`config.mk`:
```
export PLATFORM = sky130hd
export DESIGN_NAME = oam_access_ctrl
export DESIGN_NICKNAME = d
export VERILOG_FILES = /design/src/rtl/oam_access_ctrl_pkg.sv /design/src/rtl/oam_scan_seq.sv /design/src/rtl/oam_access_ctrl.sv
export SDC_FILE = /design/constraint.sdc
export NUM_CORES = 1
export LEC_CHECK = 0
export CORE_MARGIN = 4
export CORE_UTILIZATION = 40
export CTS_BUF_LIST = sky130_fd_sc_hd__clkbuf_2 sky130_fd_sc_hd__clkbuf_4 sky130_fd_sc_hd__clkbuf_8
export DETAILED_ROUTE_END_ITERATION = 8
export HOLD_SLACK_MARGIN = 0.02
export PLACE_DENSITY = 0.79
export SLEW_MARGIN = 20
export SYNTH_ARGS = -nofsm -noshare
export SYNTH_HDL_FRONTEND = slang
export SYNTH_SLANG_ARGS = --single-unit
```
`constraint.sdc`:
```
create_clock -name clock -period 2.6 [get_ports clock]
set_input_delay 0.39 -clock clock [delete_from_list [all_inputs] [get_ports clock]]
set_output_delay 0.39 -clock clock [all_outputs]
set_load 0.05 [all_outputs]
```
`src/rtl/oam_access_ctrl_pkg.sv`:
```
// Shared definitions for the OAM access controller: CPU register map,
// high-table base address and the object scan state encoding.
package oam_access_ctrl_pkg;

  localparam int unsigned BYTE_AW = 10;
  localparam int unsigned WORD_AW = 8;
  localparam int unsigned OBJ_IW  = 7;

  localparam logic [15:0] OAMADD_LO = 16'h2102;
  localparam logic [15:0] OAMADD_HI = 16'h2103;
  localparam logic [15:0] OAMDATA_W = 16'h2104;
  localparam logic [15:0] OAMDATA_R = 16'h2138;

  localparam logic [BYTE_AW-1:0] OAM_HI_BASE = 10'h200;

  typedef enum logic {
    SCAN_IDLE = 1'b0,
    SCAN_RUN  = 1'b1
  } scan_state_e;

endpackage

```
`src/rtl/oam_scan_seq.sv`:
```
// Streams NUM_OBJ OAM entries from RAM port B to the sprite evaluator,
// starting at a rotatable index, with valid/ready backpressure.
module oam_scan_seq
  import oam_access_ctrl_pkg::*;
#(
  parameter int unsigned NUM_OBJ = 128
) (
  input  logic              clock,
  input  logic              reset,
  input  logic              line_start,
  input  logic [OBJ_IW-1:0] start_idx,
  input  logic              obj_ready,
  input  logic [31:0]       ram_q_b,
  output logic [OBJ_IW-1:0] ram_address_b,
  output logic              ram_enable_b,
  output logic              obj_valid,
  output logic [OBJ_IW-1:0] obj_index,
  output logic [31:0]       obj_data,
  output logic              obj_last,
  output logic              scan_busy
);

  localparam int unsigned CNT_W = 8;

  scan_state_e       state_q, state_d;
  logic [OBJ_IW-1:0] addr_q, addr_d;
  logic [OBJ_IW-1:0] idx_q, idx_d;
  logic [CNT_W-1:0]  cnt_q, cnt_d;
  logic              valid_q, valid_d;
  logic              last_q, last_d;
  logic              advance;
  logic              issue;

  always_ff @(posedge clock) begin
    if (reset) begin
      state_q <= SCAN_IDLE;
      addr_q  <= '0;
      idx_q   <= '0;
      cnt_q   <= '0;
      valid_q <= 1'b0;
      last_q  <= 1'b0;
    end else begin
      state_q <= state_d;
      addr_q  <= addr_d;
      idx_q   <= idx_d;
      cnt_q   <= cnt_d;
      valid_q <= valid_d;
      last_q  <= last_d;
    end
  end

  // A read is issued only when the output slot is free or being emptied,
  // so the RAM output (and obj_data) stays frozen while stalled.
  always_comb begin
    state_d = state_q;
    addr_d  = addr_q;
    idx_d   = idx_q;
    cnt_d   = cnt_q;
    valid_d = valid_q;
    last_d  = last_q;
    advance = !valid_q || obj_ready;
    issue   = (state_q == SCAN_RUN) && (cnt_q < CNT_W'(NUM_OBJ)) && advance;
    if (line_start) begin
      state_d = SCAN_RUN;
      addr_d  = start_idx;
      cnt_d   = '0;
      valid_d = 1'b0;
      last_d  = 1'b0;
    end else if (state_q == SCAN_RUN) begin
      if (advance) begin
        valid_d = issue;
        last_d  = issue && (cnt_q == CNT_W'(NUM_OBJ - 1));
        if (issue) idx_d = addr_q;
      end
      if (issue) begin
        addr_d = addr_q + OBJ_IW'(1);
        cnt_d  = cnt_q + CNT_W'(1);
      end
      if (valid_q && obj_ready && last_q) state_d = SCAN_IDLE;
    end
  end

  assign ram_address_b = addr_q;
  assign ram_enable_b  = issue;
  assign obj_valid     = valid_q;
  assign obj_index     = idx_q;
  assign obj_data      = ram_q_b;
  assign obj_last      = last_q;
  assign scan_busy     = (state_q == SCAN_RUN);

endmodule

```
`src/rtl/oam_access_ctrl.sv`:
```
// OAM access controller: CPU byte register traffic onto the 16-bit port A
// and the mirrored high table, plus the per-line object scan on port B.
module oam_access_ctrl
  import oam_access_ctrl_pkg::*;
#(
  parameter int unsigned NUM_OBJ = 128
) (
  input  logic               clock,
  input  logic               reset,
  input  logic               oamadd_lo_we,
  input  logic               oamadd_hi_we,
  input  logic               oamdata_we,
  input  logic               oamdata_re,
  input  logic [7:0]         cpu_din,
  output logic [7:0]         cpu_dout,
  input  logic               render_active,
  input  logic               vblank_start,
  input  logic               line_start,
  output logic [WORD_AW-1:0] ram_address_a,
  output logic [15:0]        ram_data_a,
  output logic               ram_enable_a,
  output logic               ram_wren_a,
  input  logic [15:0]        ram_q_a,
  output logic [4:0]         hi_addr,
  output logic [7:0]         hi_din,
  output logic               hi_we,
  input  logic [7:0]         hi_q,
  output logic [OBJ_IW-1:0]  ram_address_b,
  output logic               ram_enable_b,
  input  logic [31:0]        ram_q_b,
  output logic               obj_valid,
  input  logic               obj_ready,
  output logic [OBJ_IW-1:0]  obj_index,
  output logic [31:0]        obj_data,
  output logic               obj_last,
  output logic               scan_busy
);

  logic [8:0]         reload_q, reload_d;
  logic               prio_en_q, prio_en_d;
  logic [BYTE_AW-1:0] byte_addr_q, byte_addr_d;
  logic [7:0]         latch_q, latch_d;
  logic               rd_pend_q, rd_pend_d;
  logic               rd_sel_q, rd_sel_d;
  logic               rd_hi_q, rd_hi_d;
  logic [7:0]         hi_rd_q, hi_rd_d;
  logic [7:0]         dout_hold_q, dout_hold_d;
  logic               addr_ld, vb_ld, wr_go, rd_go, is_hi;
  logic [OBJ_IW-1:0]  start_idx;

  always_ff @(posedge clock) begin
    if (reset) begin
      reload_q    <= '0;
      prio_en_q   <= 1'b0;
      byte_addr_q <= '0;
      latch_q     <= '0;
      rd_pend_q   <= 1'b0;
      rd_sel_q    <= 1'b0;
      rd_hi_q     <= 1'b0;
      hi_rd_q     <= '0;
      dout_hold_q <= '0;
    end else begin
      reload_q    <= reload_d;
      prio_en_q   <= prio_en_d;
      byte_addr_q <= byte_addr_d;
      latch_q     <= latch_d;
      rd_pend_q   <= rd_pend_d;
      rd_sel_q    <= rd_sel_d;
      rd_hi_q     <= rd_hi_d;
      hi_rd_q     <= hi_rd_d;
      dout_hold_q <= dout_hold_d;
    end
  end

  // Read data is live from the RAM the cycle after the strobe, then held.
  always_comb begin
    if (rd_pend_q) begin
      if (rd_hi_q)       cpu_dout = hi_rd_q;
      else if (rd_sel_q) cpu_dout = ram_q_a[15:8];
      else               cpu_dout = ram_q_a[7:0];
    end else begin
      cpu_dout = dout_hold_q;
    end
  end

  // Fixed priority: address load > vblank reload > data write > data read.
  always_comb begin
    reload_d     = reload_q;
    prio_en_d    = prio_en_q;
    byte_addr_d  = byte_addr_q;
    latch_d      = latch_q;
    rd_pend_d    = 1'b0;
    rd_sel_d     = rd_sel_q;
    rd_hi_d      = rd_hi_q;
    hi_rd_d      = hi_rd_q;
    dout_hold_d  = cpu_dout;
    ram_enable_a = 1'b0;
    ram_wren_a   = 1'b0;
    ram_data_a   = '0;
    hi_we        = 1'b0;
    hi_din       = '0;
    addr_ld      = oamadd_lo_we || oamadd_hi_we;
    vb_ld        = !addr_ld && vblank_start && !render_active;
    wr_go        = !addr_ld && !vb_ld && oamdata_we;
    rd_go        = !addr_ld && !vb_ld && !oamdata_we && oamdata_re;
    is_hi        = (byte_addr_q >= OAM_HI_BASE);
    if (addr_ld) begin
      if (oamadd_lo_we) reload_d[7:0] = cpu_din;
      if (oamadd_hi_we) begin
        reload_d[8] = cpu_din[0];
        prio_en_d   = cpu_din[7];
      end
      byte_addr_d = {reload_d, 1'b0};
    end else if (vb_ld) begin
      byte_addr_d = {reload_q, 1'b0};
    end else if (wr_go) begin
      byte_addr_d = byte_addr_q + BYTE_AW'(1);
      if (is_hi) begin
        hi_we  = !render_active;
        hi_din = render_active ? 8'h00 : cpu_din;
      end else if (!byte_addr_q[0]) begin
        latch_d = cpu_din;
      end else if (!render_active) begin
        ram_enable_a = 1'b1;
        ram_wren_a   = 1'b1;
        ram_data_a   = {cpu_din, latch_q};
      end
    end else if (rd_go) begin
      byte_addr_d  = byte_addr_q + BYTE_AW'(1);
      rd_pend_d    = 1'b1;
      rd_sel_d     = byte_addr_q[0];
      rd_hi_d      = is_hi;
      hi_rd_d      = hi_q;
      ram_enable_a = !is_hi;
    end
  end

  assign ram_address_a = byte_addr_q[WORD_AW:1];
  assign hi_addr       = byte_addr_q[4:0];
  assign start_idx     = prio_en_q ? reload_q[7:1] : '0;

  oam_scan_seq #(
    .NUM_OBJ(NUM_OBJ)
  ) u_scan (
    .clock         (clock),
    .reset         (reset),
    .line_start    (line_start),
    .start_idx     (start_idx),
    .obj_ready     (obj_ready),
    .ram_q_b       (ram_q_b),
    .ram_address_b (ram_address_b),
    .ram_enable_b  (ram_enable_b),
    .obj_valid     (obj_valid),
    .obj_index     (obj_index),
    .obj_data      (obj_data),
    .obj_last      (obj_last),
    .scan_busy     (scan_busy)
  );

endmodule

```
======== Word level (Yosys, flattened, before mapping) ========
Index checks and enable logic that the tools add are counted.
Widths: inputs -> output; s select.
operators by class
  add/subtract/negate cells ............... 3
  order comparisons ....................... 2
  eq/ne operators ......................... 1
  mux-type cells .......................... 42
  bitwise gates (word level) .............. 6
  reduce and logical (&&, ||, !) cells .... 33
operators by type and width
  kind                   count
  $mux 16                6
  $mux 8                 9
  $mux 10                4
  $mux 7                 4
  $mux 1                 19
  $logic_and 1x1->1      11
  $add 10x1->10 const B  1
  $ge 10x10->1 const B   1
  $add 8x1->8 const B    1
  $eq 8x7->1 const B     1
  $lt 8x8->1 const B     1
  $reduce_and 2->1       4
  $reduce_and 4->1       2
  $add 7x1->7 const B    1
  $logic_not 1->1        6
  $not 1->1              6
  $reduce_bool 2->1      3
  $reduce_and 5->1       1
  $reduce_bool 4->1      1
  $reduce_or 4->1        1
  $reduce_or 3->1        1
  $logic_or 1x1->1       2
  $reduce_or 2->1        1
word-level totals
  register bits ........................... 72
  input bits .............................. 74
  logic and storage cells ................. 103

======== Logic depth before layout (Yosys ltp) ========
Gate-level depths: netlist of run 1.
  depth in word-level cells ............... 12
  mapped depth ............................ 7
  gate-level depth less buffers ........... 5

======== By module ========
From an unflattened synthesis of run 1, not the netlist that was laid out.
second synthesis, totals
  cell total of the unflattened synthesis .. 462
  area, all modules ....................... 4,006.3 um2
by module, submodules not included
  module           times used  cells an instance  area each (um2)
  oam_access_ctrl  1           306                2,601.2
  oam_scan_seq     1           156                1,405.1

======== Least setup slack after synthesis of run 1 ========
Ideal clock, no wire load.
  path type ............................... input -> output
  start ................................... input port render_active
  end ..................................... output port ram_data_a[14]
  arrival ................................. 2.368 ns
  required time ........................... 2.210 ns
  setup slack ............................. -0.158 ns
  stages .................................. 5
  path buffers ............................ 2
  cell sequence ........................... nand2b_1 buf_2 nand2_1 buf_2 nor4_1
on the way
  cells in the longest elaborated chain, start to end .. 8
  elaborated cells between the ends (all ways) .. 11
  classes of those cells .................. mux (6); reduce/logical (5)
ends and longest elaborated chain
  what                            line                    source
  start: declaration              oam_access_ctrl.sv:16   input logic render_active,
  $logic_not 1->1                 -
  $logic_and 1x1->1               oam_access_ctrl.sv:103  vb_ld = !addr_ld && vblank_start && !render_active;
  $logic_not 1->1                 oam_access_ctrl.sv:104  wr_go = !addr_ld && !vb_ld && oamdata_we;
  $logic_and 1x1->1 (2 in a row)  oam_access_ctrl.sv:104
  $mux 16                         oam_access_ctrl.sv:116  end else if (wr_go) begin
  $mux 16 *                       oam_access_ctrl.sv:114  end else if (vb_ld) begin
  $mux 16 *                       oam_access_ctrl.sv:107  if (addr_ld) begin
  end: declaration                oam_access_ctrl.sv:20   output logic [15:0] ram_data_a,
Every way passes the cells marked *; elsewhere a longest branch is shown, timed or not.

======== Worst setup path in the final report of run 1 ========
  start ................................... input port oamadd_hi_we
  end ..................................... output port hi_din[7]
on the way
  cells in the longest elaborated chain, start to end .. 10
ends and longest elaborated chain
  what                            line                                            source
  start: declaration              oam_access_ctrl.sv:11                           input logic oamadd_hi_we,
  $logic_or 1x1->1 *              oam_access_ctrl.sv:102                          addr_ld = oamadd_lo_we || oamadd_hi_we;
  $logic_not 1->1                 oam_access_ctrl.sv:103, oam_access_ctrl.sv:104
  $logic_and 1x1->1 (2 in a row)  oam_access_ctrl.sv:103
  $logic_not 1->1                 oam_access_ctrl.sv:104
  $logic_and 1x1->1 (2 in a row)  oam_access_ctrl.sv:104
  $mux 8                          oam_access_ctrl.sv:116
  $mux 8                          oam_access_ctrl.sv:114
  $mux 8 *                        oam_access_ctrl.sv:107
  end: declaration                oam_access_ctrl.sv:25                           output logic [7:0] hi_din,
Marks and branches as above.

==> results.toml, run 1 <==
[run_status]
status = "finished, final reports clean"

[clock_tree]
post_cts_buffers = 0
cts_root_buf = "clkbuf_8"
htreeDepth = 3
cts.sinks = 72
clkTransAtPathRegs_ns = 0.07
numCtsBuffers = 9
ctsHoldBuffers = 0
cts_tree = "yes"
clk_latency_ns = 0.34
clockBufferDepth = 2
cts_resized = 0

[global_routing]
grt_use_total = 0.184
antenna_found_initial = 0
grt_pass1_wl_mm = 17.3
grt_pass1_vias = 3476
grt_max_degree = 27
grt_overflow = 0

[worst_setup_path]
crit_path_end_kind = "output pin"
cp_top_family = "simple AND/OR/NAND/NOR gates"
path_buf_inv = 2
worstPathCellList = "clkdlybuf4s50_1 > or2_4 > nor2_1 > and3_1 > and2_1 > buf_12"
rr_worst_depth = 4
r2r-start = "byte_addr_q[2]"
ff2ff_setup_slack_ns = 0.83
slowest_delay_ns = 0.43
required_ns = 2.21
crit_fanout = 9
crit_type = "in2out"
crit_arrival_ns = 2.03
r2r_end = "byte_addr_q[9]"
cp-start-kind = "primary input"
critPathSlowestCell = "clkdlybuf4s50_1"

[sta]
worst_slew_pin_slew_ns = 0.634
slew_viol_final = 0
slew_headroom = 0.578
setup_tns_ns = 0
setup_violations = 0
fin_skew_ns = 0.0101
max_freq_mhz = 413
finalCritPeriodShare = 0.930
hold_violations = 0
hold_ws_ns = 0.480
grt_setup_unrepaired = "false"
layout_min_cycle_time_ns = 2.42

[floorplanning]
die-height_um = 108
initial_core_util = 0.410
chipWidth_um = 108
row_count = 36
ios = 172
core_area_um2 = 9730
dieArea_um2 = 11600

[hold_path]
hold_path_class = "reg2reg"
hold_start = "u_scan.cnt_q[5]"
hold_end = "u_scan.cnt_q[5]"
hold_depth = 2

[cells_and_area]
diodes = 0
multi_input_area_um2 = 2040
drive_gt1_frac = 0.164
layout_common_cells = "72 x dfxtp_1, 70 x clkdlybuf4s50_1, 49 x nor2_1"
final_cell_area_um2 = 5380
syn_to_final_growth_pct = 34.8
nets = 616
postLayoutCoreUtil = 0.553
final_common_cell = "dfxtp_1"
n_fill_cell = 869
ff_latch_area_um2 = 1440

[run]
drv_cap = 0

[synthesis]
ys_warn_count = 0
synth.area.top_cells = "dfxtp_1 36%, mux2i_1 8.8%, buf_4 8.5%"
yosysSeqAreaShare = 0.361
syn_area_um2 = 3990
synth-edff-count = 0
synth.avg_cell_area_um2 = 8.35
ys_seq_elements = 72
netlist.area_leader.share = 0.361
synthCells = 478
synthesis.nets = 556
synth_top_cell_by_area = "dfxtp_1"
async_reset_ff_frac = 0
yosysUniqueCellTypes = 53
synth-main-ff-cell = "dfxtp_1"

[drt]
detail-route-antenna-nets = 0
dr.pass1.iters = 5
num_vias = 3605
drcViolationCount = 0
wl_per_cell_um = 15.9
via_per_inst = 5.33
drt_iter0_markers = 404
postRouteWirelength_mm = 10.8

[pwr]
swShare = 0.259
p_leak_nw = 2.11
sequentialPowerShare = 0.447
power_frac_comb = 0.155
finalPower_mw = 2.64
p_sw_mw = 0.683
vdd_ir_drop_max_mv = 0.308
power.internal_mw = 1.96
power.clock.fraction = 0.397
cellPowerDensity_nw_per_um2 = 490

[placed_design]
finalWeightedCongestion = 0.876
place_area_um2 = 5140
dp_hpwl_mm = 8.10
portBuffers = 107
==> cells by family (layout without fill, tap and decap cells) <==
logic type               count (synthesis)  count (layout)  synth area share
buffers and inverters                   87             152             0.127
adder cells (fa/ha/maj)                  4               4            0.0125
flip-flops                              72              72             0.361
XOR/XNOR                                 9               9            0.0197
AND/OR/NAND/NOR                        178             178             0.231
AO/OA/AOI/OAI                           84              84             0.135
multiplexers                            44              44             0.113
==> worst max path at each step <==
stage / cells after the start / to / slack, ns / from
after floorplan: 5 / ram_data_a[14] / -0.16 / render_active
after global placement: 6 / hi_din[6] / 0.22 / oamadd_hi_we
after detailed placement: 6 / hi_din[4] / 0.17 / oamadd_hi_we
after CTS: 6 / hi_din[4] / 0.16 / oamadd_hi_we
after global routing: 6 / hi_din[4] / 0.08 / oamadd_hi_we
final: 6 / hi_din[7] / 0.18 / oamadd_hi_we
==> state kept, by name, summed over array words and instances (netlist names), 7 cells and up <==
register,flops
byte_addr_q,10
dout_hold_q,8
hi_rd_q,8
latch_q,8
reload_q,9
u_scan.cnt_q,8
u_scan.obj_index,7
u_scan.ram_address_b,7
==> power by group through the flow <==
stage	registers, mW	clock network (mW)	logic (mW)
3_3_place_gp	1.20	0	0.401
4_1_cts	1.18	1.08	0.409
2_1_floorplan	1.21	0	0.376
3_5_place_dp	1.21	0	0.407
5_1_grt	1.19	1.13	0.439
6_report	1.18	1.05	0.410
==> Yosys cell counts (2+ instances only) <==
cell	number
nor2_1	49
mux2i_1	35
a31o_2	2
nand4_1	3
or2_2	2
nand3_1	14
buf_2	10
buf_4	45
buf_1	5
nor2b_1	15
and2_1	25
nor3_1	6
xor2_1	4
o21a_1	3
clkbuf_1	16
and3_1	5
ha_1	4
a311oi_1	5
a2111oi_0	2
nor4_1	6
o41ai_1	2
or3_1	6
a21oi_1	26
a221oi_1	3
nand2b_1	3
a21boi_0	2
o21ai_0	19
o31ai_1	3
a31oi_1	2
inv_1	10
xnor2_1	5
dfxtp_1	72
a21o_1	3
nand2_1	33
mux2_2	9
a211oi_1	6
nand3b_1	2
==> tightest hold or removal path, delay by kind of cell (launching register included) <==
kind             cells  cell delay (ns)
flip-flops           1             0.32
multiplexers         1             0.06
AND/OR/NAND/NOR      1             0.05
==> metrics by stage <==
step / worst slack, ns / std cells
2_1_floorplan: -0.158 / 478
3_3_place_gp: 0.224 / 660
3_5_place_dp: 0.166 / 660
4_1_cts: 0.156 / 676
5_1_grt: 0.0824 / 676
6_report: 0.181 / 676
==> metal layers <==
metal | vias up | GRT usage | wire, um
met5 | - | 0 | 0
met4 | 0 | 0.0622 | 237
met3 | 30 | 0.0594 | 976
met2 | 171 | 0.302 | 4950
met1 | 1679 | 0.228 | 4610
li1 | 1725 | - | -
==> cell type report <==
cell class	instances	area share
clock buffer	14	0.0335
clock inverter	2	0.0112
inverter	11	0.00767
multi-input combinational	319	0.380
sequential	72	0.268
tap	133	0.0309
timing repair buffer	125	0.269
(Power assumes the default switching activity.)
==> inputs of run 2 (changes only) <==
Settings changed: REMOVE_ABC_BUFFERS set to 1, SKIP_CTS_REPAIR_TIMING set to 1.
==> results.toml, run 2 (same netlist as run 1, synthesis figures left out) <==
[sta]
max_freq_mhz = 411
hold_ws_ns = 0.481
layout_min_cycle_time_ns = 2.44
grt_setup_unrepaired = "false"
worst_slew_pin_slew_ns = 0.619
slew_viol_final = 0
hold_violations = 0
slew_headroom = 0.587
fin_skew_ns = 0.00920
setup_violations = 0
finalCritPeriodShare = 0.937

[global_routing]
grt_max_degree = 29
grt_pass1_vias = 3601
grt_use_total = 0.203
grt_overflow = 0
antenna_found_initial = 0
grt_pass1_wl_mm = 18.4

[run]
drv_cap = 0

[hold_path]
hold_start = "u_scan.cnt_q[5]"
hold_path_class = "reg2reg"
hold_depth = 2

[clock_tree]
clk_latency_ns = 0.34
clockBufferDepth = 2
cts_tree = "yes"
clkTransAtPathRegs_ns = 0.08
htreeDepth = 3
cts_root_buf = "clkbuf_8"
numCtsBuffers = 9
cts.sinks = 72

[pwr]
vdd_ir_drop_max_mv = 0.227
p_leak_nw = 2.10
cellPowerDensity_nw_per_um2 = 466

[worst_setup_path]
ff2ff_setup_slack_ns = 0.77
r2r_end = "byte_addr_q[9]"
cp_top_family = "buffers and inverters"
crit_arrival_ns = 2.05
critPathSlowestCell = "clkdlybuf4s50_1"
cp.depth = 7
crit_start = "oamadd_hi_we"
crit_path_end_kind = "output pin"
path_buf_inv = 3
slowest_delay_ns = 0.51
cp-endpoint = "hi_din[7]"
cp-start-kind = "primary input"
r2r-start = "byte_addr_q[2]"
crit_type = "in2out"
crit_fanout = 9
rr_worst_depth = 4
required_ns = 2.21
worstPathCellList = "clkdlybuf4s50_1 > or2_4 > nor2_1 > and3_1 > buf_4 > and2_1 > buf_12"

[cells_and_area]
nets = 617
largest_register = "byte_addr_q"
layout_common_cells = "72 x dfxtp_1, 70 x clkdlybuf4s50_1, 48 x nor2_1"
final_cell_area_um2 = 5360
drive_gt1_frac = 0.167
diodes = 0
final_common_cell = "dfxtp_1"
syn_to_final_growth_pct = 34.2
largest_registers = "byte_addr_q (10), reload_q (9)"
largest_reg_flops = 10

[placed_design]
finalWeightedCongestion = 0.879
place_area_um2 = 5150
portBuffers = 107
dp_hpwl_mm = 9.18

[drt]
drcViolationCount = 0
via_per_inst = 5.35
postRouteWirelength_mm = 11.9
dr.pass1.iters = 4
wl_per_cell_um = 17.6
drt_iter0_markers = 208
detail-route-antenna-nets = 0
num_vias = 3620

[run_status]
status = "finished, final reports clean"

[floorplanning]
ios = 172
row_count = 36
initial_core_util = 0.410
chipWidth_um = 108
die-height_um = 108
core_area_um2 = 9730
dieArea_um2 = 11600
run 2: through the flow:
| stage | utilization | std cells | setup slack, ns | setup TNS (ns) | total power [mW] |
|---|---|---|---|---|---|
| after CTS | 0.550 | 677 | 0.175 | 0 | 2.52 |
| after global routing | 0.551 | 677 | 0.0481 | 0 | 2.61 |
| after global placement | 0.529 | 661 | 0.233 | 0 | 1.60 |
| after floorplan | - | 402 | -0.801 | -11.79 | 1.40 |
| final | 0.551 | 677 | 0.164 | 0 | 2.50 |
| after detailed placement | 0.529 | 661 | 0.188 | 0 | 1.61 |
run 2: worst min path at each step:
stage,to,slack (ns)
after floorplan,u_scan.cnt_q[5],0.44
after global placement,u_scan.cnt_q[5],0.46
after detailed placement,u_scan.obj_index[3],0.47
after CTS,u_scan.obj_index[3],0.48
after global routing,reload_q[3],0.49
final,u_scan.cnt_q[5],0.48
run 2: final cells by class:
cell class	count	area, um2
fill	905	4370
multi-input combinational	319	2050
timing repair buffer	126	1460
sequential	72	1440
tap	133	166
clock buffer	10	138
clock inverter	6	67.6
inverter	11	41.3
run 2: worst min-delay path, cell delays in order, from the launching register on:
cell and delay, ns:
dfxtp_1 0.32, nand2_1 0.05, mux2i_1 0.06
run 2: per-layer routing:
layer / track usage / part of all wire
met5: 0.0268 / 0.0031
met4: 0.0487 / 0.012
met3: 0.112 / 0.13
met2: 0.313 / 0.44
met1: 0.244 / 0.41
run 2: power breakdown:
| group | internal (mW) | switching (mW) | total (mW) |
|---|---|---|---|
| logic | 0.175 | 0.235 | 0.410 |
| registers | 1.14 | 0.0406 | 1.18 |
| clock network | 0.473 | 0.438 | 0.910 |
| total | 1.78 | 0.713 | 2.50 |
==> inputs of run 3 (changes only) <==
Settings changed: ABC_AREA set to 1.
==> results.toml, run 3 <==
[drt]
drt_iter0_markers = 262
postRouteWirelength_mm = 12.1
wl_per_cell_um = 15.6
via_per_inst = 4.88
dr.pass1.iters = 5
num_vias = 3790
detail-route-antenna-nets = 0
drcViolationCount = 0

[cells_and_area]
n_fill_cell = 882
postLayoutCoreUtil = 0.547
layout_common_cells = "84 x nand2_1, 79 x nor2_1, 72 x dfxtp_1"
largest_register = "byte_addr_q"
multi_input_area_um2 = 1930
largest_reg_flops = 10
drive_gt1_frac = 0.165
diodes = 0
final_common_cell = "nand2_1"
ff_latch_area_um2 = 1440
largest_registers = "byte_addr_q (10), reload_q (9)"
nets = 717
syn_to_final_growth_pct = 32.0

[synthesis]
netlist.area_leader.share = 0.353
synth-edff-count = 0
async_reset_ff_frac = 0
synth-main-ff-cell = "dfxtp_1"
netlist_top_cells_count = "84 x nand2_1, 79 x nor2_1, 72 x dfxtp_1, 68 x inv_1, 51 x a21oi_1"
syn_area_um2 = 4090
synthCells = 572
ys_warn_count = 0
yosysMostFrequentCell = "nand2_1"
synth.avg_cell_area_um2 = 7.15
synth_top_cell_by_area = "dfxtp_1"
yosysUniqueCellTypes = 39
yosysSeqAreaShare = 0.353
synth.area.top_cells = "dfxtp_1 35%, buf_4 8.3%, nand2_1 7.7%"
ys_seq_elements = 72

[run_status]
status = "finished, final reports clean"

[worst_setup_path]
crit_fanout = 10
required_ns = 2.21
slowest_delay_ns = 0.51
crit_type = "in2out"
cp_top_family = "buffers and inverters"
cp-start-kind = "primary input"
crit_arrival_ns = 2.05
worstPathCellList = "clkdlybuf4s50_1 > nor2_4 > nand2_4 > nor2_8 > nand4_4 > buf_4 > nor2_1 > buf_12"
path_buf_inv = 3
crit_path_end_kind = "output pin"
critPathSlowestCell = "clkdlybuf4s50_1"

[pwr]
p_leak_nw = 2.22
vdd_ir_drop_max_mv = 0.275
cellPowerDensity_nw_per_um2 = 463

[clock_tree]
clkTransAtPathRegs_ns = 0.07
clockBufferDepth = 2
cts_root_buf = "clkbuf_8"
clk_latency_ns = 0.34
cts.sinks = 72
cts_tree = "yes"
htreeDepth = 3
numCtsBuffers = 9

[sta]
layout_min_cycle_time_ns = 2.44
finalCritPeriodShare = 0.937
grt_setup_unrepaired = "false"
setup_violations = 0
slew_viol_final = 0
hold_violations = 0
setup_tns_ns = 0
max_freq_mhz = 410
slew_headroom = 0.652
fin_skew_ns = 0.00789
worst_slew_pin_slew_ns = 0.520

[run]
drv_cap = 0

[floorplanning]
initial_core_util = 0.415
core_area_um2 = 9860
die-height_um = 109
dieArea_um2 = 11900
row_count = 36
ios = 172
chipWidth_um = 109

[global_routing]
grt_pass1_wl_mm = 18.9
grt_overflow = 0
grt_pass1_vias = 3775
grt_use_total = 0.207
grt_max_degree = 17
antenna_found_initial = 0

[placed_design]
finalWeightedCongestion = 0.859
dp_hpwl_mm = 9.69
portBuffers = 107

[hold_path]
hold_path_class = "reg2reg"
run 3: per-stage QoR:
step           cells  hold WS [ns]  power (mW)  cell area, um2  setup WS (ns)
2_1_floorplan    512         0.432        1.52            3660          0.142
3_3_place_gp     761         0.447        1.73            5230          0.201
3_5_place_dp     761         0.459        1.74            5230          0.166
4_1_cts          776         0.470        2.52            5400          0.157
5_1_grt          776         0.499        2.62            5400         0.0701
6_report         776         0.463        2.50            5400          0.164
run 3: path summary, 6_finish.rpt:
check                      start             end  slack (ns)  depth (start not counted)
setup / recovery    oamadd_hi_we  ram_data_a[15]        0.16                          8
hold / removal        latch_q[1]      latch_q[1]        0.46                          2
setup reg to reg  byte_addr_q[0]  byte_addr_q[6]        0.93                          8
hold reg to reg       latch_q[1]      latch_q[1]        0.46                          2
run 3: metal layers:
metal | global-route usage | vias to the layer above | part of all wire
met5 | 0.0446 | - | 0.0041
met4 | 0.0541 | 2 | 0.014
met3 | 0.0770 | 18 | 0.089
met2 | 0.321 | 158 | 0.44
met1 | 0.268 | 1704 | 0.45
li1 | - | 1908 | -
run 3: cells by family (layout without fill, tap and decap cells):
family | Yosys count | in the layout | share of synthesized area
compound gates | 129 | 129 | 0.172
buf+inv | 136 | 207 | 0.176
fa+ha+maj | 4 | 4 | 0.0122
flops | 72 | 72 | 0.353
xor+xnor | 6 | 6 | 0.0129
simple gates | 225 | 225 | 0.274
run 3: worst reg2reg max path, stage by stage, from the launching register on:
cell and delay (ns):
dfxtp_1 0.46, buf_4 0.19, ha_1 0.19, nand3_1 0.15, nor2_1 0.21, nand2_1 0.09, nand3_1 0.10, nand3_1 0.07
a21oi_1 0.14
run 3: cell type report:
class,instances,share of cell area
Timing Repair Buffer,116,0.259
Tap cell,133,0.0308
Multi-Input combinational cell,364,0.357
Inverter,76,0.0538
Clock buffer,10,0.0255
Sequential cell,72,0.267
Clock inverter,5,0.00626
run 3: power breakdown:
group	internal, mW	total, mW	switching [mW]
Sequential	1.15	1.20	0.0479
Combinational	0.198	0.518	0.320
Clock	0.365	0.780	0.415
